<file path="config.mk">
export PLATFORM = sky130hd
export DESIGN_NAME = node_settle_sequencer
export DESIGN_NICKNAME = d
export VERILOG_FILES = /design/src/rtl/node_settle_sequencer.sv
export SDC_FILE = /design/constraint.sdc
export NUM_CORES = 1
export LEC_CHECK = 0
export ABC_AREA = 1
export BUFFER_PORTS_ARGS = -buffer_cell sky130_fd_sc_hd__buf_2
export CAP_MARGIN = 20
export CELL_PAD_IN_SITES_DETAIL_PLACEMENT = 0
export CELL_PAD_IN_SITES_GLOBAL_PLACEMENT = 1
export CORE_ASPECT_RATIO = 1.75
export CORE_UTILIZATION = 38
export DETAILED_ROUTE_END_ITERATION = 8
export PLACE_DENSITY_LB_ADDON = 0.1
export SLEW_MARGIN = 40
export SYNTH_ARGS = -nofsm -noshare
export SYNTH_HDL_FRONTEND = slang
export SYNTH_SLANG_ARGS = --single-unit
</file>
<file path="constraint.sdc">
create_clock -name clk -period 2.2 [get_ports clk]
set_input_delay 0.44 -clock clk [delete_from_list [all_inputs] [get_ports clk]]
set_output_delay 0.44 -clock clk [all_outputs]
set_load 0.02 [all_outputs]
</file>
<file path="src/rtl/node_settle_sequencer.sv">
// Switch-level net resolution stage: merges driver words per node and
// iterates one resolve per clock until the network stops changing.
module node_settle_sequencer #(
    parameter int NNODES   = 8,
    parameter int NDRV     = 4,
    parameter int W        = 4,
    parameter int MAX_ITER = 64,
    parameter int CW       = 8
) (
    input  logic                     clk,
    input  logic                     rst_n,
    input  logic                     start,
    input  logic [NNODES*NDRV*W-1:0] drv_in,
    output logic [NNODES*W-1:0]      node_out,
    output logic                     busy,
    output logic                     done,
    output logic                     settled,
    output logic                     timeout,
    output logic [CW-1:0]            iter_count
);

    typedef enum logic [1:0] {
        IDLE,
        RESOLVE,
        DONE
    } state_e;

    state_e              state_q;
    logic [NNODES*W-1:0] node_q;
    logic [NNODES*W-1:0] node_d;
    logic [CW-1:0]       iter_q;
    logic [CW-1:0]       iter_d;
    logic                busy_q;
    logic                done_q;
    logic                settled_q;
    logic                timeout_q;

    logic [W-2:0]        smax;
    logic [W-2:0]        dstr;
    logic                lo_hit;
    logic                changed;

    // Strongest driver wins; a tie at the top strength resolves low.
    // With no active driver a previously driven node decays to charge.
    always_comb begin
        node_d = '0;
        smax   = '0;
        dstr   = '0;
        lo_hit = 1'b0;
        for (int n = 0; n < NNODES; n++) begin
            smax   = '0;
            lo_hit = 1'b0;
            for (int d = 0; d < NDRV; d++) begin
                dstr = drv_in[((n*NDRV)+d)*W+1 +: W-1];
                if (dstr > smax) smax = dstr;
            end
            for (int d = 0; d < NDRV; d++) begin
                dstr = drv_in[((n*NDRV)+d)*W+1 +: W-1];
                if (dstr == smax && !drv_in[((n*NDRV)+d)*W])
                    lo_hit = 1'b1;
            end
            if (smax != '0)
                node_d[n*W +: W] = {smax, ~lo_hit};
            else if (node_q[n*W+1 +: W-1] != '0)
                node_d[n*W +: W] = {(W-1)'(1), node_q[n*W]};
            else
                node_d[n*W +: W] = '0;
        end
    end

    assign changed = (node_d != node_q);
    assign iter_d  = iter_q + 1'b1;

    always_ff @(posedge clk or negedge rst_n) begin
        if (!rst_n) begin
            state_q   <= IDLE;
            node_q    <= '0;
            iter_q    <= '0;
            busy_q    <= 1'b0;
            done_q    <= 1'b0;
            settled_q <= 1'b0;
            timeout_q <= 1'b0;
        end else begin
            unique case (state_q)
                IDLE: begin
                    if (start) begin
                        state_q   <= RESOLVE;
                        iter_q    <= '0;
                        settled_q <= 1'b0;
                        timeout_q <= 1'b0;
                        busy_q    <= 1'b1;
                    end
                end
                RESOLVE: begin
                    node_q <= node_d;
                    iter_q <= iter_d;
                    if (!changed) begin
                        state_q   <= DONE;
                        done_q    <= 1'b1;
                        settled_q <= 1'b1;
                    end else if (iter_d == CW'(MAX_ITER)) begin
                        state_q   <= DONE;
                        done_q    <= 1'b1;
                        timeout_q <= 1'b1;
                    end
                end
                DONE: begin
                    state_q <= IDLE;
                    done_q  <= 1'b0;
                    busy_q  <= 1'b0;
                end
                default: state_q <= IDLE;
            endcase
        end
    end

    assign node_out   = node_q;
    assign iter_count = iter_q;
    assign busy       = busy_q;
    assign done       = done_q;
    assign settled    = settled_q;
    assign timeout    = timeout_q;

endmodule

</file>
==> results of run 1 <==
flip-flops by register name, summed over array words and instances, names as in the netlist:
signal and count:
iter_count 8, node_out 32, state_q 2, timeout 1, busy 1, settled 1
done 1
report_power, final:
group | switching, mW | internal [mW] | total [mW] | leakage [nW]
clock network | 0.320 | 0.411 | 0.731 | 0.0694
logic | 7.03 | 5.34 | 12.4 | 8.03
registers | 0.496 | 1.24 | 1.74 | 0.531
stage by stage:
step	cells	setup TNS [ns]	instance area (sq um)	total power, mW
2_1_floorplan	1487	-39.88	9210	7.46
3_3_place_gp	2265	-56.24	12900	10.9
3_5_place_dp	2265	-58.21	12900	11.0
4_1_cts	2355	-40.18	15000	13.3
5_1_grt	2391	-49.77	16300	16.1
6_report	2391	-43.06	16300	14.8
cells in the mapped netlist:
master / n
dfrtp_1: 46
nand4_1: 27
a31oi_1: 8
or2_2: 2
nand3_4: 1
o22ai_1: 3
ha_1: 73
o21ai_2: 3
clkbuf_1: 14
or3_1: 1
a21oi_1: 3
o21ai_0: 35
nand3_2: 20
clkbuf_8: 1
or2_1: 2
inv_1: 220
o32ai_1: 1
nor3_1: 11
o21bai_1: 5
a21o_1: 3
o21ai_4: 1
o31ai_1: 1
xor2_1: 13
o211ai_1: 1
o21ai_1: 3
a21oi_2: 7
nand3_1: 296
nor2b_1: 2
a21oi_4: 2
and3_1: 1
nand3b_1: 16
nor2_1: 128
and2_1: 3
inv_2: 8
nand2_1: 475
nand2_2: 37
nand2_4: 8
nor2_2: 6
repair_timing:
action,in CTS,in global routing
pin swaps,173,191
hold endpoints to repair,0,0
gates cloned,0,0
setup endpoints to repair,37,37
gates resized for setup,303,257
setup buffers,84,41
cell type report:
type | instances | area (sq um)
clock buffers | 5 | 125
clock inverters | 2 | 10.0
fillers | 1703 | 5170
inverters | 228 | 943
multi-input cells | 1198 | 9200
flip-flops and latches | 46 | 1150
well taps | 292 | 365
repair buffers | 620 | 4530
per-layer routing:
layer  vias to the layer above  GRT usage (%)  wire length [um]
met1                      5740           28.3             12700
met3                       151           4.13              1290
met5                         -              0                11
met4                         2           17.3              2330
li1                       6058              -                 -
met2                       313           59.8             19800
worst max-delay path by stage:
stage	end	cells after the start	startpoint
5_1_grt	state_q[0]$_DFFE_PN0P_	36	drv_in[99]
2_1_floorplan	state_q[0]$_DFFE_PN0P_	36	drv_in[19]
3_5_place_dp	state_q[0]$_DFFE_PN0P_	40	drv_in[115]
6_report	state_q[0]$_DFFE_PN0P_	34	drv_in[99]
3_3_place_gp	state_q[0]$_DFFE_PN0P_	37	drv_in[115]
4_1_cts	state_q[1]$_DFFE_PN0P_	34	drv_in[115]
cell families after synthesis:
family                   count (synthesis)  synth area share [%]
AO/OA/AOI/OAI                           76                  5.93
XOR/XNOR                                13                  1.37
adder cells (fa/ha/maj)                 73                  11.0
buffers and inverters                  243                  11.1
flip-flops                              46                  13.8
AND/OR/NAND/NOR                       1036                  56.8
==> impl_metrics.json, run 1 <==
{
  "cp_data_required_time_ns": 2.37,
  "cp_common_cell": "nand2_1",
  "grt_overflow_total": 0,
  "rr_endpoint": "timeout$_DFFE_PN0P_",
  "max_freq_mhz": 244,
  "tightestPinTransition_ns": 0.511,
  "num_rows": 71,
  "utilization_pct": 75.9,
  "num_antenna_cells": 0,
  "cts_tree": "built",
  "antenna_left": 0,
  "ctsRootBufferMaster": "clkbuf_16",
  "r2r_slack_ns": 0.17,
  "min_path_type": "in2async",
  "cts.reportedPaths.clkPinSlew_ns": 0.06,
  "rsz0062_at_grt": "yes",
  "firstDrtPassIters": 5,
  "wl_mm": 36.1,
  "postCtsHoldBufs": 0,
  "fp.dieArea_sq_mm": 0.0225,
  "core_area_sq_mm": 0.0215,
  "syn_inst": 1487,
  "grt_pass1_wl_mm": 54.7,
  "cts.sinks": 46,
  "violations": "negative setup slack",
  "gp_congestion": 0.937,
  "max-slew-margin-rel_pct": 65.9,
  "grt_max_degree": 45,
  "clk_latency_ns": 0.29,
  "critical_path_buf_inv_count": 5,
  "syn_avg_cell_area_sq_um": 5.60,
  "route.vias.total": 12264,
  "grt_pass1_vias": 12340,
  "io_buffers": 174,
  "period_share_pct": 186,
  "die_h_um": 198,
  "crit_type": "in2reg",
  "layout-drive-gt1-share_pct": 55.2,
  "syn_to_final_growth_pct": 96.0,
  "cts_buffers": 5,
  "antenna_found_initial": 1,
  "p_leak_nw": 8.63,
  "cp.arrival_ns": 4.26,
  "fin_worst_skew_ns": 0.00514,
  "drc": 0,
  "status": "finished with violations",
  "vias_per_cell": 5.13,
  "whs_ns": 0.116,
  "num_io_pins": 175,
  "initial_core_util_pct": 38.7,
  "syn-num-nets": 1691,
  "ir_drop_uv": 505,
  "max_stage_delay_ns": 0.26,
  "drt_iter0_drc": 440,
  "worst_slack_ns": -1.89,
  "dp_hpwl_mm": 25.9,
  "synthTopCellsByArea": "nand2_1, nand3_1, dfrtp_1",
  "power_per_cell_area_mw_per_mm2": 909,
  "slew_violations": 0,
  "r2r_cells": 11,
  "maxCapViolations": 0,
  "path_delay_family": "simple AND/OR/NAND/NOR gates",
  "final_cell_mix": "buf_4, nand2_1, inv_1",
  "cp_max_fo": 6,
  "fp.dieW_um": 114,
  "synth_top_area_cell": "nand2_1",
  "yosys_warnings": 0,
  "synth_cell_types": 38,
  "gr-usage-all-layers_pct": 29.9,
  "clk_path_buf_depth": 2,
  "num-nets-final": 2303,
  "synth_seq_cells": 46,
  "netlist.area_leader.share_pct": 21.4,
  "crit_slowest_cell": "ha_4",
  "crit_path_end_kind": "flip-flop",
  "layout_commonest_cell": "buf_4",
  "synth_seq_area_share_pct": 13.8,
  "finalCriticalPeriod_ns": 4.09,
  "wl_per_cell_um": 15.1,
  "cts_max_level": 2,
  "crit-reg2reg-launch": "iter_count[2]$_DFFE_PN0P_",
  "post-place-ws_ns": -2.43,
  "finalSetupViolCount": 37,
  "netlist_area_sq_mm": 0.00833,
  "finalHoldViolCount": 0,
  "start_kind": "input pin"
}
Power figures use the tool's default switching activity.
==> inputs of run 2 (changes only) <==
--- a/config.mk
+++ b/config.mk
@@ -5,13 +5,12 @@
 export SDC_FILE = /design/constraint.sdc
 export NUM_CORES = 1
 export LEC_CHECK = 0
-export ABC_AREA = 1
 export BUFFER_PORTS_ARGS = -buffer_cell sky130_fd_sc_hd__buf_2
 export CAP_MARGIN = 20
 export CELL_PAD_IN_SITES_DETAIL_PLACEMENT = 0
 export CELL_PAD_IN_SITES_GLOBAL_PLACEMENT = 1
 export CORE_ASPECT_RATIO = 1.75
-export CORE_UTILIZATION = 38
+export CORE_UTILIZATION = 41
 export DETAILED_ROUTE_END_ITERATION = 8
 export PLACE_DENSITY_LB_ADDON = 0.1
 export SLEW_MARGIN = 40
==> impl_metrics.json, run 2 <==
{
  "status": "finished with violations",
  "violations": "negative setup slack",
  "cp_data_required_time_ns": 2.38,
  "finalSetupViolCount": 37,
  "drc": 0,
  "synth_seq_cells": 46,
  "grt_pass1_wl_mm": 51.7,
  "num_io_pins": 175,
  "cts.reportedPaths.clkPinSlew_ns": 0.07,
  "firstDrtPassIters": 5,
  "netlist_area_sq_mm": 0.00795,
  "syn_to_final_growth_pct": 92.2,
  "antenna_found_initial": 1,
  "instances_no_fill": 1904,
  "gr-usage-all-layers_pct": 32.2,
  "fp.dieArea_sq_mm": 0.0200,
  "ir_drop_uv": 551,
  "ctsRootBufferMaster": "clkbuf_16",
  "final_cell_mix": "buf_4, buf_2, xnor2_1",
  "grt_max_degree": 47,
  "wl_per_cell_um": 18.1,
  "clk_path_buf_depth": 2,
  "synth_edf_count": 0,
  "power_mw": 14.5,
  "synth_seq_area_share_pct": 14.5,
  "whs_ns": 0.234,
  "yosysMostFrequentCell": "nand2_1",
  "clk_latency_ns": 0.30,
  "post-place-ws_ns": -3.38,
  "die_h_um": 186,
  "tns_ns": -64.86,
  "fin_worst_skew_ns": 0.00907,
  "layout_commonest_cell": "buf_4",
  "largest_reg_flops": 32,
  "crit_type": "in2reg",
  "syn_avg_cell_area_sq_um": 7.57,
  "max-slew-margin-rel_pct": 57.3,
  "finalHoldViolCount": 0,
  "netlist.area_leader.share_pct": 14.5,
  "synth_ff_type": "dfrtp_1",
  "core_area_sq_mm": 0.0191,
  "power_per_cell_area_mw_per_mm2": 947,
  "placed_area_sq_mm": 0.0128,
  "syn-num-nets": 1254,
  "postCtsHoldBufs": 0,
  "period_share_pct": 232,
  "dp_cells": 1798,
  "start_kind": "input pin",
  "tightestPinTransition_ns": 0.636,
  "max_freq_mhz": 196,
  "route.vias.total": 10830,
  "synth-async-reset-ratio_pct": 100,
  "min_path_type": "in2async",
  "vias_per_cell": 5.69,
  "syn_inst": 1050,
  "finalCriticalPeriod_ns": 5.10,
  "antenna_left": 0,
  "dp_hpwl_mm": 25.3,
  "netlist_top_cells_count": "nand2_1, xnor2_1, ha_1",
  "num-nets-final": 1865,
  "worst_slack_ns": -2.90,
  "grt_pass1_vias": 11096,
  "max_stage_delay_ns": 0.48,
  "maxCapViolations": 0,
  "crit_path_end_kind": "flip-flop",
  "yosys_warnings": 0,
  "cts_max_level": 2,
  "crit_slowest_cell": "or4_1",
  "p_leak_nw": 6.91,
  "cp_common_cell": "ha_4",
  "synth_top_area_cell": "dfrtp_1",
  "cp_max_fo": 7,
  "crit_chain": "buf_8, inv_6, ha_4, and2b_1, o2111a_1, or3_4, ha_4, nand3b_1, nand2_2, mux2_4, ha_4, nand3b_4, a21bo_4, mux2_4, a221o_1, or4_1, nor4_1, nand4_1, nor4_2, and4_1, o22ai_1",
  "filler_cell_count": 1259,
  "fp.dieW_um": 107,
  "slew_violations": 0,
  "synth_cell_types": 87,
  "cp.arrival_ns": 5.27,
  "num_rows": 67,
  "rsz0062_at_grt": "yes",
  "gp_congestion": 0.902,
  "io_buffers": 174,
  "cts_tree": "built",
  "drt_iter0_drc": 607,
  "wl_mm": 34.5,
  "cts_buffers": 5,
  "layout-drive-gt1-share_pct": 58.4,
  "initial_core_util_pct": 41.6,
  "design_area_sq_mm": 0.0153,
  "multiInputGateArea_sq_mm": 0.00862,
  "cts.sinks": 46,
  "regArea_sq_mm": 0.00115,
  "synthTopCellsByArea": "dfrtp_1, ha_1, xnor2_1",
  "grt_overflow_total": 0,
  "utilization_pct": 80.0
}
run 2: changes by cell type after synthesis, sizes merged, moves of 26 or more:
cell,before,now
xnor2,0,76
mux2i,0,30
o21ai,42,68
nor2,134,59
inv,228,72
a21oi,12,73
nand3,317,44
nand2,520,102
run 2: layout make-up:
type / count / area share [%]
diodes: 1 / 0.0164
clock buffers: 5 / 0.819
clock inverters: 3 / 0.164
inverters: 72 / 2.16
multi-input cells: 904 / 56.4
flip-flops and latches: 46 / 7.53
well taps: 241 / 1.97
repair buffers: 632 / 30.9
run 2: routing by layer:
layer  vias up  track usage, %  part of all wire (%)
li1       5165               -                     -
met1      5180            30.7                    35
met2       332            64.5                    55
met3       153            4.29                   3.9
met4         0            18.5                   6.1
met5         -               0                     0
run 2: power breakdown:
part	total, mW	switching [mW]	internal [mW]
clock network	0.798	0.369	0.428
registers	1.70	0.450	1.25
logic	12.0	5.89	6.09
total	14.5	6.71	7.77
run 2: cell families after synthesis:
group / synth area share [%]
and+or+nand+nor: 23.2
xor gates and xnor gates: 11.6
DFF: 14.5
buffers and inverters: 4.74
adders and majority gates: 11.6
muxes: 5.92
AOI/OAI and AO/OA: 28.5
run 2: repair_timing:
item | in CTS | in global routing
gates cloned | 0 | 0
setup buffers | 69 | 40
setup endpoints to repair | 37 | 37
pin swaps | 123 | 68
hold endpoints to repair | 0 | 0
resized for setup | 230 | 107
run 2: path summary, 6_finish.rpt:
kind                                      startpoint                   endpoint  slack [ns]  cells after the start
hold reg to reg            iter_count[7]$_DFFE_PN0P_  iter_count[7]$_DFFE_PN0P_        0.53                      1
hold / removal                                 rst_n  iter_count[7]$_DFFE_PN0P_        0.23                      2
setup / recovery                          drv_in[82]     state_q[0]$_DFFE_PN0P_       -2.90                     21
max in group asynchronous                      rst_n   node_out[21]$_DFFE_PN0P_        1.52                      2
setup reg to reg            node_out[31]$_DFFE_PN0P_     state_q[0]$_DFFE_PN0P_       -0.63                     11
min in group clk                               start           busy$_DFFE_PN0P_        0.45                      3
run 2: critical path, delay by kind of cell:
| family | cells | cell delay (ns) |
|---|---|---|
| multiplexers | 2 | 0.66 |
| adder cells (fa/ha/maj) | 3 | 0.78 |
| AO/OA/AOI/OAI | 4 | 0.92 |
| AND/OR/NAND/NOR | 10 | 2.34 |
| buffers and inverters | 2 | 0.15 |
==> inputs of run 3 (changes only) <==
--- a/config.mk
+++ b/config.mk
@@ -13,6 +13,7 @@
 export CORE_UTILIZATION = 41
 export DETAILED_ROUTE_END_ITERATION = 8
 export PLACE_DENSITY_LB_ADDON = 0.1
+export SKIP_CTS_REPAIR_TIMING = 1
 export SLEW_MARGIN = 40
 export SYNTH_ARGS = -nofsm -noshare
 export SYNTH_HDL_FRONTEND = slang
==> impl_metrics.json, run 3 (synthesis gave the netlist of run 2 again) <==
{
  "grt_pass1_wl_mm": 46.4,
  "num_rows": 67,
  "max_freq_mhz": 192,
  "drt_iter0_drc": 509,
  "finalHoldViolCount": 0,
  "critical_path_buf_inv_count": 2,
  "crit_chain": "buf_8, inv_6, ha_4, nand3b_1, and3_4, or3_4, ha_4, nand3b_1, nand2_2, mux2_4, ha_4, a21oi_4, and2_4, nand3_4, o21a_1, a31oi_1, mux2i_1, or4_1, nor4_2, nand4_1, nor4_2, and4_1, o22ai_2",
  "design_area_sq_mm": 0.0148,
  "cp_data_required_time_ns": 2.38,
  "core_area_sq_mm": 0.0191,
  "clk_path_buf_depth": 2,
  "num_antenna_cells": 0,
  "tightestPinTransition_ns": 0.635,
  "r2r_cells": 11,
  "start_kind": "input pin",
  "final_cell_mix": "buf_4, buf_2, nand2_1",
  "antenna_left": 0,
  "io_buffers": 174,
  "crit-reg2reg-launch": "node_out[31]$_DFFE_PN0P_",
  "max-slew-margin-rel_pct": 57.3,
  "cts_max_level": 2,
  "cts.sinks": 46,
  "period_share_pct": 237,
  "cts.reportedPaths.clkPinSlew_ns": 0.08,
  "crit_slowest_cell": "or4_1",
  "cp_common_cell": "ha_4",
  "antenna_found_initial": 0,
  "finalCriticalPeriod_ns": 5.21,
  "rr_endpoint": "state_q[0]$_DFFE_PN0P_",
  "gr-usage-all-layers_pct": 28.9,
  "firstDrtPassIters": 5,
  "wl_mm": 32.8,
  "largest_reg_flops": 32,
  "die_h_um": 186,
  "max_stage_delay_ns": 0.52,
  "layout-drive-gt1-share_pct": 57.0,
  "drc": 0,
  "cts_buffers": 5,
  "worst_slack_ns": -3.01,
  "num_io_pins": 175,
  "path_delay_family": "simple AND/OR/NAND/NOR gates",
  "min_path_type": "in2async",
  "wl_per_cell_um": 17.7,
  "cts_tree": "built",
  "route.vias.total": 10482,
  "fp.dieW_um": 107,
  "vias_per_cell": 5.65,
  "dp_hpwl_mm": 25.3,
  "slew_violations": 0,
  "crit_path_end_kind": "flip-flop",
  "power_per_cell_area_mw_per_mm2": 942,
  "finalSetupViolCount": 37,
  "p_leak_nw": 6.67,
  "grt_pass1_vias": 10248,
  "fin_worst_skew_ns": 0.0111,
  "ctsRootBufferMaster": "clkbuf_16",
  "fp.dieArea_sq_mm": 0.0200,
  "layout_commonest_cell": "buf_4",
  "grt_overflow_total": 0,
  "placed_area_sq_mm": 0.0128,
  "syn_to_final_growth_pct": 86.2,
  "status": "finished with violations",
  "cp.arrival_ns": 5.40,
  "initial_core_util_pct": 41.6,
  "num-nets-final": 1817,
  "ir_drop_uv": 553,
  "grt_max_degree": 47,
  "utilization_pct": 77.5,
  "maxCapViolations": 0,
  "cp.depth": 23,
  "rsz0062_at_grt": "yes",
  "violations": "negative setup slack",
  "gp_congestion": 0.902,
  "crit_type": "in2reg",
  "clk_latency_ns": 0.30,
  "r2r_slack_ns": -0.81,
  "cp_max_fo": 5
}
-- run 3: stage by stage --
stage | hold WS, ns | TNS, ns | power (mW) | setup WS [ns] | instances
floorplan | 0.144 | -65.69 | 7.30 | -2.94 | 1050
global placement | 0.512 | -78.41 | 11.1 | -3.27 | 1798
detailed placement | 0.520 | -80.86 | 11.3 | -3.38 | 1798
CTS | 0.260 | -69.63 | 12.1 | -3.09 | 1806
global route | 0.306 | -71.82 | 14.8 | -3.24 | 1855
finish | 0.236 | -66.10 | 14.0 | -3.01 | 1855
-- run 3: power by group --
part	total, mW	switching (mW)	internal [mW]
combinational	11.5	5.70	5.75
clock	0.799	0.371	0.428
sequential	1.70	0.455	1.25
total	14.0	6.52	7.43
-- run 3: worst register-to-register path, delay by kind of cell (launching register included) --
kind,cells,cell delay [ns]
xor gates and xnor gates,1,0.18
DFF,1,0.39
AOI/OAI and AO/OA,4,1.12
and+or+nand+nor,6,1.23
-- run 3: how the worst max path moves through the flow --
stage                from                endpoint  slack, ns
6_report       drv_in[83]  state_q[0]$_DFFE_PN0P_      -3.01
4_1_cts        drv_in[19]        done$_DFFE_PN0P_      -3.09
2_1_floorplan  drv_in[65]  state_q[0]$_DFFE_PN0P_      -2.94
3_5_place_dp   drv_in[19]  state_q[0]$_DFFE_PN0P_      -3.38
5_1_grt        drv_in[19]  state_q[0]$_DFFE_PN0P_      -3.24
3_3_place_gp   drv_in[19]  state_q[0]$_DFFE_PN0P_      -3.27
-- run 3: final cells by class --
class | count | area (sq um)
clock buffers | 5 | 125
clock inverters | 3 | 25.0
fillers | 1367 | 4310
inverters | 72 | 340
multi-input cells | 904 | 8570
flip-flops and latches | 46 | 1150
well taps | 241 | 302
repair buffers | 584 | 4300
-- run 3: layer usage --
layer | wire (um) | up-vias | track usage (%)
met1 | 11300 | 4986 | 27.7
li1 | - | 5067 | -
met3 | 1170 | 138 | 3.34
met5 | 0 | - | 0
met2 | 18300 | 291 | 58.0
met4 | 1990 | 0 | 16.7
